[src/rtl/stream_rr_arbiter.sv]
// Round-robin N:1 stream arbiter; STREAM_ARB_PACKET_LOCK_EN holds the grant until tlast.
// Latency: one cycle from recv handshake to send_* (single output register slot).
// Backpressure: the slot holds while send_tready=0 and all recv_tready drop until it frees.
module stream_rr_arbiter #(
    parameter int N    = 4,
    parameter int BITS = 32
) (
    input  logic                   clk,
    input  logic                   rst_n,
    input  logic [N-1:0]           recv_tvalid,
    output logic [N-1:0]           recv_tready,
    input  logic [N*BITS-1:0]      recv_tdata,
    input  logic [N-1:0]           recv_tlast,
    output logic                   send_tvalid,
    input  logic                   send_tready,
    output logic [BITS-1:0]        send_tdata,
    output logic                   send_tlast,
    output logic [$clog2(N)-1:0]   send_tid
);

    localparam int IW = $clog2(N);

    logic [BITS-1:0] recv_word [N];
    logic [IW-1:0]   last_idx;
    logic [IW-1:0]   grant;
    logic [IW-1:0]   rr_pick;
    logic [IW-1:0]   rr_cand;
    logic            rr_found;
    logic            grant_vld;
    logic            slot_free;
    logic            accept;
    logic            run_en;
    logic            locked;

    for (genvar i = 0; i < N; i++) begin : g_unpack
        assign recv_word[i] = recv_tdata[i*BITS +: BITS];
    end

    // Keeps all readies low for the first cycle after reset release.
    always_ff @(posedge clk or negedge rst_n) begin
        if (!rst_n) begin
            run_en <= 1'b0;
        end else begin
            run_en <= 1'b1;
        end
    end

    always_comb begin
        rr_pick  = '0;
        rr_cand  = '0;
        rr_found = 1'b0;
        for (int k = 1; k <= N; k++) begin
            rr_cand = IW'((int'(last_idx) + k) % N);
            if (!rr_found && recv_tvalid[rr_cand]) begin
                rr_found = 1'b1;
                rr_pick  = rr_cand;
            end
        end
    end

`ifdef STREAM_ARB_PACKET_LOCK_EN
    typedef enum logic {
        IDLE,
        LOCKED
    } state_t;

    state_t state;
    state_t state_nxt;

    always_ff @(posedge clk or negedge rst_n) begin
        if (!rst_n) begin
            state <= IDLE;
        end else begin
            state <= state_nxt;
        end
    end

    always_comb begin
        state_nxt = state;
        if (state == IDLE) begin
            if (accept && !recv_tlast[grant]) begin
                state_nxt = LOCKED;
            end
        end else begin
            if (accept && recv_tlast[grant]) begin
                state_nxt = IDLE;
            end
        end
    end

    assign locked = (state == LOCKED);
`else
    assign locked = 1'b0;
`endif

    // While locked, last_idx already holds the owner of the packet in flight.
    assign grant     = locked ? last_idx : rr_pick;
    assign grant_vld = locked | rr_found;
    assign slot_free = !send_tvalid || send_tready;
    assign accept    = run_en && slot_free && grant_vld && recv_tvalid[grant];

    always_comb begin
        recv_tready = '0;
        if (run_en && slot_free && grant_vld) begin
            recv_tready[grant] = 1'b1;
        end
    end

    always_ff @(posedge clk or negedge rst_n) begin
        if (!rst_n) begin
            send_tvalid <= 1'b0;
            send_tdata  <= '0;
            send_tlast  <= 1'b0;
            send_tid    <= '0;
            last_idx    <= IW'(N - 1);
        end else if (slot_free) begin
            send_tvalid <= accept;
            if (accept) begin
                send_tdata <= recv_word[grant];
                send_tlast <= recv_tlast[grant];
                send_tid   <= grant;
                last_idx   <= grant;
            end
        end
    end

endmodule
[config.mk]
export PLATFORM = sky130hd
export DESIGN_NAME = stream_rr_arbiter
export DESIGN_NICKNAME = d
export VERILOG_FILES = /design/src/rtl/stream_rr_arbiter.sv
export SDC_FILE = /design/constraint.sdc
export NUM_CORES = 1
export LEC_CHECK = 0
export CAP_MARGIN = 10
export CELL_PAD_IN_SITES_DETAIL_PLACEMENT = 0
export CELL_PAD_IN_SITES_GLOBAL_PLACEMENT = 1
export CORE_MARGIN = 2
export CORE_UTILIZATION = 25
export DETAILED_ROUTE_END_ITERATION = 16
export DONT_BUFFER_PORTS = 1
export PLACE_DENSITY_LB_ADDON = 0.1
export SYNTH_ARGS = -nofsm -noshare
export SYNTH_HDL_FRONTEND = slang
export SYNTH_SLANG_ARGS = --single-unit
[constraint.sdc]
create_clock -name clk -period 3 [get_ports clk]
set_clock_uncertainty 0.2 [all_clocks]
set_input_delay 0.45 -clock clk [delete_from_list [all_inputs] [get_ports clk]]
set_output_delay 0.45 -clock clk [all_outputs]
set_load 0.02 [all_outputs]
Word-level counts from Yosys, hierarchy flattened
Cells that the tools add are included.
Word-level totals
  memories: 0
  input port bits: 139
  logic and storage cells: 57
  bits in registers: 39
  bits in latches: 0
  output and inout bits: 40
  bits in writable memories: 0
  ROM bits: 0
Cells by class
  bitwise gates (word level): 1
  add/subtract/negate cells: 4
  reduce and logical (&&, ||, !) cells: 13
  $mul: 0
  div/mod/pow operators: 0
  magnitude comparators: 7
  equality and inequality tests: 0
  multiplexer cells: 26
  shift operators: 0
Operators with widths (count)
  32-bit binary-select mux with 2-bit select: 1
  32-bit 2-to-1 mux: 2
  2-bit by 3-bit less-than comparator with 1-bit output, second input constant: 5
  1-bit binary-select mux with 2-bit select: 6
  1-bit 2-to-1 mux: 11
  2-bit 2-to-1 mux: 4
  1-bit logical AND: 7
  2-bit by 1-bit adder with 2-bit output, second input constant: 2
  2-bit adder, second input constant: 2
  1-bit logical NOT: 4
  4-bit 2-to-1 mux: 1
  3-bit >= comparator, second input constant: 1
  2-bit inverter with 3-bit output: 1
  1-bit demux with 2-bit select: 1
  2-bit by 1-bit >= comparator with 1-bit output, second input constant: 1
  2-bit AND reduction: 1
  1-bit logical OR: 1

Logic depth before layout (Yosys ltp)
Gate-level depths: netlist (run 1).
  depth in word-level cells: 18
  gate-level depth with buffers: 7
  gate-level depth less buffers: 5

Least setup slack after synthesis (run 1)
Ideal clock, no wire load.
  kind: register to output
  start: reg last_idx[1]
  end: out recv_tready[2]
  cell stages (with the launch flop): 7
  arrival: 1.928 ns
  slack: 0.422 ns
  path buffers: 2
  data required time: 2.350 ns
  cell sequence: dfstp_2 nand3b_1 a31oi_1 buf_2 buf_2 nand2_1 nor3_1
On the way
  word-level cells in the longest chain between the ends: 18
  elaborated cells on any way between the ends: 33
  those cells by class: 4 x add/sub; 2 x order compare; 19 x mux; 8 x reduce/logical
RTL lines
  start, declared: line 24  | logic [IW-1:0] last_idx;
  start signal, assigned: line 115  | last_idx <= IW'(N - 1);
  start signal, assigned: line 122  | last_idx <= grant;
  2-bit by 1-bit adder with 2-bit output: line 53  | rr_cand = IW'((int'(last_idx) + k) % N);
  1-bit binary-select mux with 2-bit select: line 54  | if (!rr_found && recv_tvalid[rr_cand]) begin
  1-bit 2-to-1 mux (implied by the code): line 54
  1-bit 2-to-1 mux: line 54
  1-bit logical NOT: line 54
  1-bit logical AND: line 54
  1-bit 2-to-1 mux: line 54
  1-bit logical NOT: line 54
  [2 not listed]
  1-bit logical NOT: line 54
  1-bit logical AND: line 54
  2-bit 2-to-1 mux: line 54
  2-bit by 3-bit less-than comparator with 1-bit output (implied by the code) / 2-bit by 1-bit >= comparator with 1-bit output (equally long branches): line 105  | recv_tready[grant] = 1'b1;
  1-bit logical AND (implied by the code): line 105
  1-bit 2-to-1 mux (implied by the code): line 105
  1-bit demux with 2-bit select: line 105
  4-bit 2-to-1 mux *: line 104  | if (run_en && slot_free && grant_vld) begin
  end, declared: line 11  | output logic [N-1:0] recv_tready,
Mark *: on every way between the ends. The rest lies on a longest branch, timed or not. The select of a mux whose other input is x is not followed.

Worst setup path in the final report (run 1)
  start: reg last_idx[1]
  end: out recv_tready[0]
Same word-level chain as after synthesis.

==> out/qor.csv, run 1 <==
stage;metric;value;unit
cts;Clock Path Buffers;2;
hold_path;hold_sp;send_tready;
final_layout;share of layout cells above drive strength 1;23.5;%
timing;final worst path period need;2.65;ns
floorplanning;starting density of the core;25.5;%
final_layout;commonest cells after routing, fill and taps aside;66 x nand3_1, 37 x dfrtp_1, 34 x mux2i_1;
global_route;first-pass GRT wire length;12100;um
cts;CTS Sinks;39;
yosys;yosys warns;0;
timing;setup_tns;0;ns
worst_setup_path;worst-path maximum fanout;29;
yosys;area share of the largest cell type after synthesis;33.7;%
final_layout;nets@finish;393;
timing;final hold vios;0;
yosys;Synth Register Bits;39;
placement;Port Buffers;0;
route;DRT antenna net count;0;
timing;period utilization;88.3;%
yosys;register area share after synthesis;35.6;%
timing;Setup violations, final;0;
cts;post-CTS sizing;0;
timing;worst-margin pin slew;0.905;ns
placement;dpl cells;385;
pwr;static leakage;0.00119;uW
yosys;Syn Nets;403;
global_route;initial antenna violation count;0;
floorplanning;# IOs;179;
floorplanning;die area;11900;sq um
final_layout;storage element area;978;sq um
yosys;post-synthesis cell count;264;
final_layout;footprint of the multi-input gates;1580;sq um
cts;post-cts hold buffer count;2;
pwr;pwr/cell area;743;nW/um^2
worst_setup_path;Critical Path Source;last_idx[1];
global_route;vias in the first global route;2212;
cts;Worst-Skew Late Latency;0.29;ns
hold_path;worst hold path class;in -> reg;
pwr;VDD IR-drop max;0.000244;V
floorplanning;Core Area;10800;sq um
global_route;All-Layer GR Usage;13.2;%
timing;FMAX;377;MHz
floorplanning;num rows;38;
yosys;unique cell type count in the Yosys netlist;29;
timing;RSZ-0062 raised after global routing;no;
route;drt wl/cell;20.3;um
global_route;total grt overflow;0;
placement;Placer Congestion;0.682;
final_layout;Area growth syn-to-layout;7.82;%
cts;CTS root buf;clkbuf_8;
route;initial DRC count;134;
route;DRC;0;
worst_setup_path;Worst Path Arrival;2.00;ns
worst_setup_path;worst flop-to-flop path startpoint;last_idx[1];
route;vias per cell;5.37;
floorplanning;Die Width;109;um
job;Max-Cap Viols;0;
timing;max-slew violations;0;
final_layout;fillers;1155;
cts;CTS Buf Count;5;
yosys;post-synth top area cell;dfrtp_1;
floorplanning;Die Y;109;um
timing;relative slew slack;39.5;%
worst_setup_path;Required @ worst endpoint;2.35;ns
route;vias;2121;
route;Pre-Repair DR Iteration Count;4;
final_layout;n_diodes;0;
route;DRT Wirelength;8020;um
run_status;status;finished clean;
global_route;largest net degree at the start of global routing;60;
cts;H-tree depth;2;
cts;Reg clk slew, reported paths;0.08;ns
final_layout;fin cells;395;
pwr;Total Power;2200;uW
final_layout;Core Util, Final;27.5;%
yosys;ranking of synthesized cells by area;dfrtp_1 34%, mux2_2 14%, mux2i_1 12%;
yosys;Mean Syn Cell Area;10.4;sq um
worst_setup_path;CP Class;reg -> out;
worst_setup_path;Setup crit end kind;output port;
final_layout;commonest non-fill, non-tap cell in the layout;nand3_1;
cts;CTS tree;yes;
placement;post-detail-place hpwl;5610;um
cts;# Post-CTS Setup Buffers;0;
yosys;synthesized area;2750;sq um
worst_setup_path;crit start category;flip-flop;
## path summary, 6_finish.rpt
path	end	slack (ns)	depth (start not counted)
setup reg to reg	send_tdata[15]	0.57	6
hold reg to reg	last_idx[0]	0.33	2
setup / recovery	recv_tready[0]	0.35	6
min in group asynchronous	send_tdata[13]	0.46	2
max in group asynchronous	last_idx[1]	1.89	2
hold / removal	send_tvalid	0.22	2
## metal layers
layer	vias to the layer above	share of wire, %	global-route usage (%)
li1	999	-	-
met1	996	42	16.6
met2	121	47	21.3
met3	5	11	5.20
met4	0	0.76	2.75
met5	-	0	0
## Yosys cell counts
library cell / count
a21oi_2: 1
a21oi_1: 2
nand3b_1: 1
a31oi_1: 1
buf_1: 1
nand3_1: 66
inv_1: 1
nand2b_1: 4
buf_6: 12
mux2i_1: 34
nor2_4: 1
o22ai_2: 1
dfrtp_1: 37
dfstp_2: 2
or4_4: 1
clkbuf_1: 6
nor2_1: 6
buf_4: 3
buf_2: 6
nor3_1: 2
o21ai_0: 1
conb_1: 1
mux2_2: 33
a21o_1: 1
a21bo_1: 1
and3_1: 1
nand2_1: 4
nand3_2: 1
a221o_1: 33
## critical path: stages, from the launching register on
cell and delay [ns]:
dfstp_2 0.59, nand3b_1 0.13, a31oi_4 0.26, buf_4 0.34, nand2b_1 0.17, nor3_1 0.05
buf_4 0.16
## kinds of logic after synthesis
| logic type | share of synthesized area, % |
|---|---|
| and+or+nand+nor | 16.3 |
| muxes | 25.9 |
| AOI/OAI and AO/OA | 14.2 |
| DFF | 35.6 |
| buffers and inverters | 7.91 |
| other | 0.136 |
## power by group
part           switching (uW)  internal [uW]
clock                     194            210
sequential                358            704
combinational             370            366
## final cells by class
type / count / area share, %
sequential: 39 / 33.0
inverter: 1 / 0.127
tap: 140 / 5.90
timing repair buffer: 11 / 4.39
clock buffer: 8 / 3.37
multi-input combinational: 196 / 53.2
## flip-flops by register name, indices dropped and copies added, names as in the netlist
register / flops
last_idx: 2
send_tid: 2
run_en: 1
send_tlast: 1
send_tdata: 32
send_tvalid: 1
## per-stage QoR
step | area, sq um | setup slack (ns) | hold WS (ns)
after global routing | 2970 | 0.199 | 0.219
after detailed placement | 2830 | 0.477 | -0.0441
after global placement | 2830 | 0.492 | -0.0442
after CTS | 2970 | 0.329 | 0.215
after floorplan | 2750 | 0.422 | -0.0456
final | 2970 | 0.351 | 0.225
Note: power is estimated with default switching activity, not from simulation.
==> inputs of run 2 (changes only) <==
--- a/config.mk
+++ b/config.mk
@@ -10,9 +10,11 @@
 export CELL_PAD_IN_SITES_GLOBAL_PLACEMENT = 1
 export CORE_MARGIN = 2
 export CORE_UTILIZATION = 25
+export CTS_CLUSTER_DIAMETER = 100
 export DETAILED_ROUTE_END_ITERATION = 16
 export DONT_BUFFER_PORTS = 1
 export PLACE_DENSITY_LB_ADDON = 0.1
+export SKIP_CTS_REPAIR_TIMING = 1
 export SYNTH_ARGS = -nofsm -noshare
 export SYNTH_HDL_FRONTEND = slang
 export SYNTH_SLANG_ARGS = --single-unit
==> run 2 against run 1 <==
First-iteration DRC count down 12%. Via count down 0.47%. Non-clock buffer count unchanged. Total power about the same. Clock power about the same. Fmax about the same. Design area unchanged. Hold slack better by 0.0040 ns. Clock-buffer cell count unchanged. Critical path type unchanged. Critical endpoint unchanged.
==> out/qor.csv, run 2 (synthesis results as in run 1) <==
stage;metric;value;unit;change
run_status;status;finished clean;;unchanged
worst_setup_path;family with the most delay on the worst path;flip-flops;;unchanged
worst_setup_path;Crit-path slowest cell;dfstp_2;;unchanged
worst_setup_path;Bufs and invs on worst path;2;;unchanged
pwr;static leakage;0.00119;uW;unchanged
worst_setup_path;CP max stage delay;0.59;ns;about the same
worst_setup_path;Critical Path Source;last_idx[1];;unchanged
worst_setup_path;Setup crit end kind;output port;;unchanged
route;vias per cell;5.34;;was 5.37
timing;final hold vios;0;;unchanged
final_layout;Most flops, register;send_tdata;;unchanged
worst_setup_path;crit start category;flip-flop;;unchanged
cts;H-tree depth;2;;unchanged
pwr;pwr/cell area;742;nW/um^2;was 743 nW/um^2
route;initial DRC count;118;;was 134
global_route;initial antenna violation count;0;;unchanged
route;Pre-Repair DR Iteration Count;4;;unchanged
timing;Setup violations, final;0;;unchanged
global_route;vias in the first global route;2200;;was 2212
timing;FMAX;377;MHz;about the same
cts;Clock Path Buffers;2;;unchanged
timing;setup_tns;0;ns;unchanged
pwr;Net Switching;923;uW;about the same
floorplanning;num rows;38;;unchanged
floorplanning;die area;11900;sq um;unchanged
worst_setup_path;reg2reg setup slack;0.57;ns;about the same
final_layout;n_diodes;0;;unchanged
placement;post-detail-place hpwl;5610;um;unchanged
placement;area of placed instances;2830;sq um;unchanged
worst_setup_path;Worst Path Arrival;2.00;ns;about the same
cts;CTS root buf;clkbuf_8;;unchanged
final_layout;max reg flops;32;;unchanged
global_route;total grt overflow;0;;unchanged
global_route;largest net degree at the start of global routing;60;;unchanged
timing;final worst path period need;2.65;ns;about the same
final_layout;design area;2970;sq um;unchanged
route;DRT Wirelength;8040;um;was 8020 um
final_layout;commonest non-fill, non-tap cell in the layout;nand3_1;;unchanged
floorplanning;Die Y;109;um;unchanged
final_layout;commonest cells after routing, fill and taps aside;66 x nand3_1, 37 x dfrtp_1, 34 x mux2i_1;;unchanged
cts;Reg clk slew, reported paths;0.09;ns;was 0.08 ns
cts;Worst-Skew Late Latency;0.29;ns;about the same
route;vias;2111;;was 2121
worst_setup_path;CP Class;reg -> out;;unchanged
pwr;share of power burned in registers;48.2;%;about the same
pwr;VDD IR-drop max;0.000244;V;about the same
timing;max-slew violations;0;;unchanged
hold_path;worst hold path class;in -> reg;;unchanged
timing;period utilization;88.3;%;about the same
final_layout;Regs by FF count;send_tdata: 32 flops, last_idx: 2 flops, send_tid: 2 flops;;unchanged
floorplanning;Core Area;10800;sq um;unchanged
pwr;Clock power frac;18.3;%;was 18.4%
job;Max-Cap Viols;0;;unchanged
global_route;first-pass GRT wire length;12000;um;was 12100 um
timing;RSZ-0062 raised after global routing;no;;unchanged
pwr;combinational share of power;33.5;%;was 33.4%
final_layout;Area growth syn-to-layout;7.82;%;unchanged
worst_setup_path;Required @ worst endpoint;2.35;ns;about the same
pwr;Cell Int Power;1280;uW;about the same
route;DRT antenna net count;0;;unchanged
cts;CTS Buf Count;5;;unchanged
timing;relative slew slack;39.4;%;was 39.5%
hold_path;hold_sp;send_tready;;unchanged
final_layout;nets@finish;393;;unchanged
route;DRC;0;;unchanged
worst_setup_path;most frequent CP cell;buf_4;;unchanged
floorplanning;starting density of the core;25.5;%;unchanged
pwr;Net Sw Frac;41.9;%;about the same
cts;CTS tree;yes;;unchanged
worst_setup_path;worst flop-to-flop path startpoint;last_idx[1];;unchanged
final_layout;share of layout cells above drive strength 1;23.5;%;unchanged
placement;Port Buffers;0;;unchanged
floorplanning;# IOs;179;;unchanged
cts;CTS Sinks;39;;unchanged
route;drt wl/cell;20.4;um;was 20.3 um
floorplanning;Die Width;109;um;unchanged
timing;worst-margin pin slew;0.907;ns;was 0.905 ns
placement;Placer Congestion;0.682;;unchanged
global_route;All-Layer GR Usage;13.2;%;about the same
worst_setup_path;worst-path maximum fanout;29;;unchanged
worst_setup_path;worst path cell trace;nand3b_1 -> a31oi_4 -> buf_4 -> nand2b_1 -> nor3_1 -> buf_4;;unchanged
## run 2: cell counts in the layout (fill, tap and decap cells not counted)
Identical to the previous run, type by type.
## run 2: cell type report
class                      instances  area (sq um)
clock buffer                       8           100
fill                            1156          7830
inverter                           1          3.75
timing repair buffer              11           130
tap                              140           175
sequential                        39           978
multi-input combinational        196          1580
## run 2: worst paths after layout
check,endpoint,cells after the start
worst max-delay path,recv_tready[0],6
worst min-delay path,send_tvalid,2
worst max register to register,send_tdata[15],6
worst min register to register,last_idx[0],2
max in group asynchronous,last_idx[1],2
min in group asynchronous,send_tid[0],2
## run 2: layer usage
layer  share of wire [%]  global-route usage, %  wire, um  vias to the layer above
li1                    -                      -         -                      998
met1                  42                   16.6      3370                      991
met2                  46                   21.3      3740                      117
met3                  11                   5.20       873                        5
met4                0.82                   2.75        66                        0
met5                   0                      0         0                        -
## run 2: through the flow
stage / total power, uW / setup slack, ns / cells / util [%] / hold slack [ns]
finish: 2200 / 0.350 / 395 / 27.5 / 0.229
global route: 2360 / 0.199 / 395 / 27.5 / 0.219
CTS: 2230 / 0.329 / 393 / 27.1 / -0.371
detailed placement: 1810 / 0.477 / 385 / 26.2 / -0.0441
global placement: 1810 / 0.492 / 385 / 26.2 / -0.0442
floorplan: 1650 / 0.422 / 264 / - / -0.0456
## run 2: power by group through the flow
stage	clock, uW	sequential, uW	combinational, uW
floorplan	0	1020	636
global placement	0	1080	728
detailed placement	0	1070	731
CTS	427	1070	730
global route	456	1090	813
finish	404	1060	737
==> edit: new RTL, config.mk and constraints of run 1 <==
The option `STREAM_ARB_PACKET_LOCK_EN` is turned on by a define.
--- a/src/rtl/stream_rr_arbiter.sv
+++ b/src/rtl/stream_rr_arbiter.sv
@@ -1,6 +1,8 @@
 // Round-robin N:1 stream arbiter; STREAM_ARB_PACKET_LOCK_EN holds the grant until tlast.
 // Latency: one cycle from recv handshake to send_* (single output register slot).
 // Backpressure: the slot holds while send_tready=0 and all recv_tready drop until it frees.
+`define STREAM_ARB_PACKET_LOCK_EN
+
 module stream_rr_arbiter #(
     parameter int N    = 4,
     parameter int BITS = 32
Behaviour: not the same (Yosys sat finds a counterexample within 4 cycles, from zero or initial values and one cycle with rst_n low).
==> edit against run 1 <==
Worst setup slack worse by 0.22 ns. Wire length down 8.6%. Utilization up 2.0 points. Die area rose by 8.8%. Highest routed layer unchanged. Cell area rose by 18%. Register-to-register slack lost 0.39 ns. Area after synthesis rose by 9.2%. Largest cell class unchanged. Worst hold slack improved by 0.075 ns. Critical path type unchanged. Sequential cell count up 1.
Power is not compared: it rests on default switching activity, and its combinational part moved more than twofold at a synthesized area within 25%.
==> edit: results (changes against run 1) <==
GR Util met2=0.178 (was 0.213); Placed Cells=396 (was 385); Slew @ Worst Pin=0.514 ns (was 0.905 ns); largest net degree at the start of global routing=67 (was 60); Max Fanout on Critical Path=6 (was 29); number of global-route vias before repair=1,901 (was 2,212); Avg WL per Cell=17.8 µm (was 20.3 µm); Avg Cell Area, Syn=11.7 µm² (was 10.4 µm²); status=finished clean (unchanged); clock transition at the registers of the reported paths=0.06 ns (was 0.08 ns); synth cell count leaders=100 x mux2i_1, 38 x dfrtp_1, 28 x mux2_4, 12 x nor2_1, 10 x buf_2 (was 66 x nand3_1, 37 x dfrtp_1, 34 x mux2i_1, 33 x a221o_1, 33 x mux2_2); layout cells sized above 1=0.272 (was 0.235); post-DP HPWL=5510 µm (was 5610 µm); via count=1,982 (was 2,121); Data arrival, critical path=2.22 ns (was 2.00 ns); R2R setup slack=0.18 ns (was 0.57 ns); pre-CTS WS=0.146 ns (was 0.477 ns); metal2 WL=3600 µm (was 3740 µm); overall fraction of global-route tracks in use=0.107 (was 0.132); Min Hold Slack=0.300 ns (was 0.225 ns); CTS root buffer=clkbuf_16 (was clkbuf_8); Final GP Congestion=0.714 (was 0.682); Seq/Total Area, Yosys=0.334 (was 0.356); met3 wire length=627 µm (was 854 µm); # fillers=1,210 (was 1,155); library cells used by synthesis=38 (was 29); crit path to=recv_tready[1] (was recv_tready[0]); post_cts resized=1 (was 0); Routed Wire Length=7330 µm (was 8020 µm); Die ar.=0.0129 mm² (was 0.0119 mm²); top cells by area, synth=mux2i_1 33%, dfrtp_1 32%, mux2_4 14%, mux2_2 2.6%, dfstp_2 1.7% (was dfrtp_1 34%, mux2_2 14%, mux2i_1 12%, a221o_1 12%, nand3_1 12%); wl on met1=3050 µm (was 3360 µm)
-- edit: cell count changes after synthesis, moves of 3 or more --
cell     delta
buf_2       +4
a21oi_1     +3
nor2b_1     +3
mux2i_1    +66
a221o_1    -33
nor2_1      +6
mux2_2     -26
nand3_1    -66
inv_1       +5
mux2_4     +28
buf_6       -9
-- edit: stage by stage --
stage	area, µm²	util
after floorplan	3000	-
final	3500	0.295
after CTS	3440	0.290
after global placement	3230	0.272
after detailed placement	3230	0.272
after global routing	3500	0.295
-- edit: critical path: stages, from the launching register on --
cell and delay (ns):
dfstp_2 0.58, buf_4 0.15, nand2b_1 0.10, a21oi_1 0.08, or4_4 0.50, a21boi_4 0.18
inv_1 0.11, nor2_1 0.08, buf_4 0.17
-- edit: cell families after synthesis --
| group | after synthesis | share of synthesized area |
|---|---|---|
| multiplexers | 135 | 0.499 |
| AND/OR/NAND/NOR | 32 | 0.0579 |
| other | 1 | 0.00125 |
| AO/OA/AOI/OAI | 23 | 0.0621 |
| flip-flops | 40 | 0.334 |
| buffers and inverters | 26 | 0.0454 |
-- edit: power groups by stage --
| stage | sequential, mW | combinational [mW] | clock [mW] |
|---|---|---|---|
| final | 1.38 | 2.75 | 0.634 |
| after global routing | 1.42 | 2.99 | 0.687 |
| after CTS | 1.41 | 2.72 | 0.651 |
| after detailed placement | 1.41 | 2.70 | 0 |
| after global placement | 1.43 | 2.68 | 0 |
| after floorplan | 1.29 | 2.26 | 0 |
-- edit: cell type report --
| cell class | instances | share of cell area |
|---|---|---|
| Sequential cell | 40 | 0.287 |
| Clock buffer | 6 | 0.0397 |
| Inverter | 6 | 0.00643 |
| Timing Repair Buffer | 20 | 0.0572 |
| Tap cell | 147 | 0.0525 |
| Multi-Input combinational cell | 191 | 0.547 |
| Clock inverter | 2 | 0.0111 |
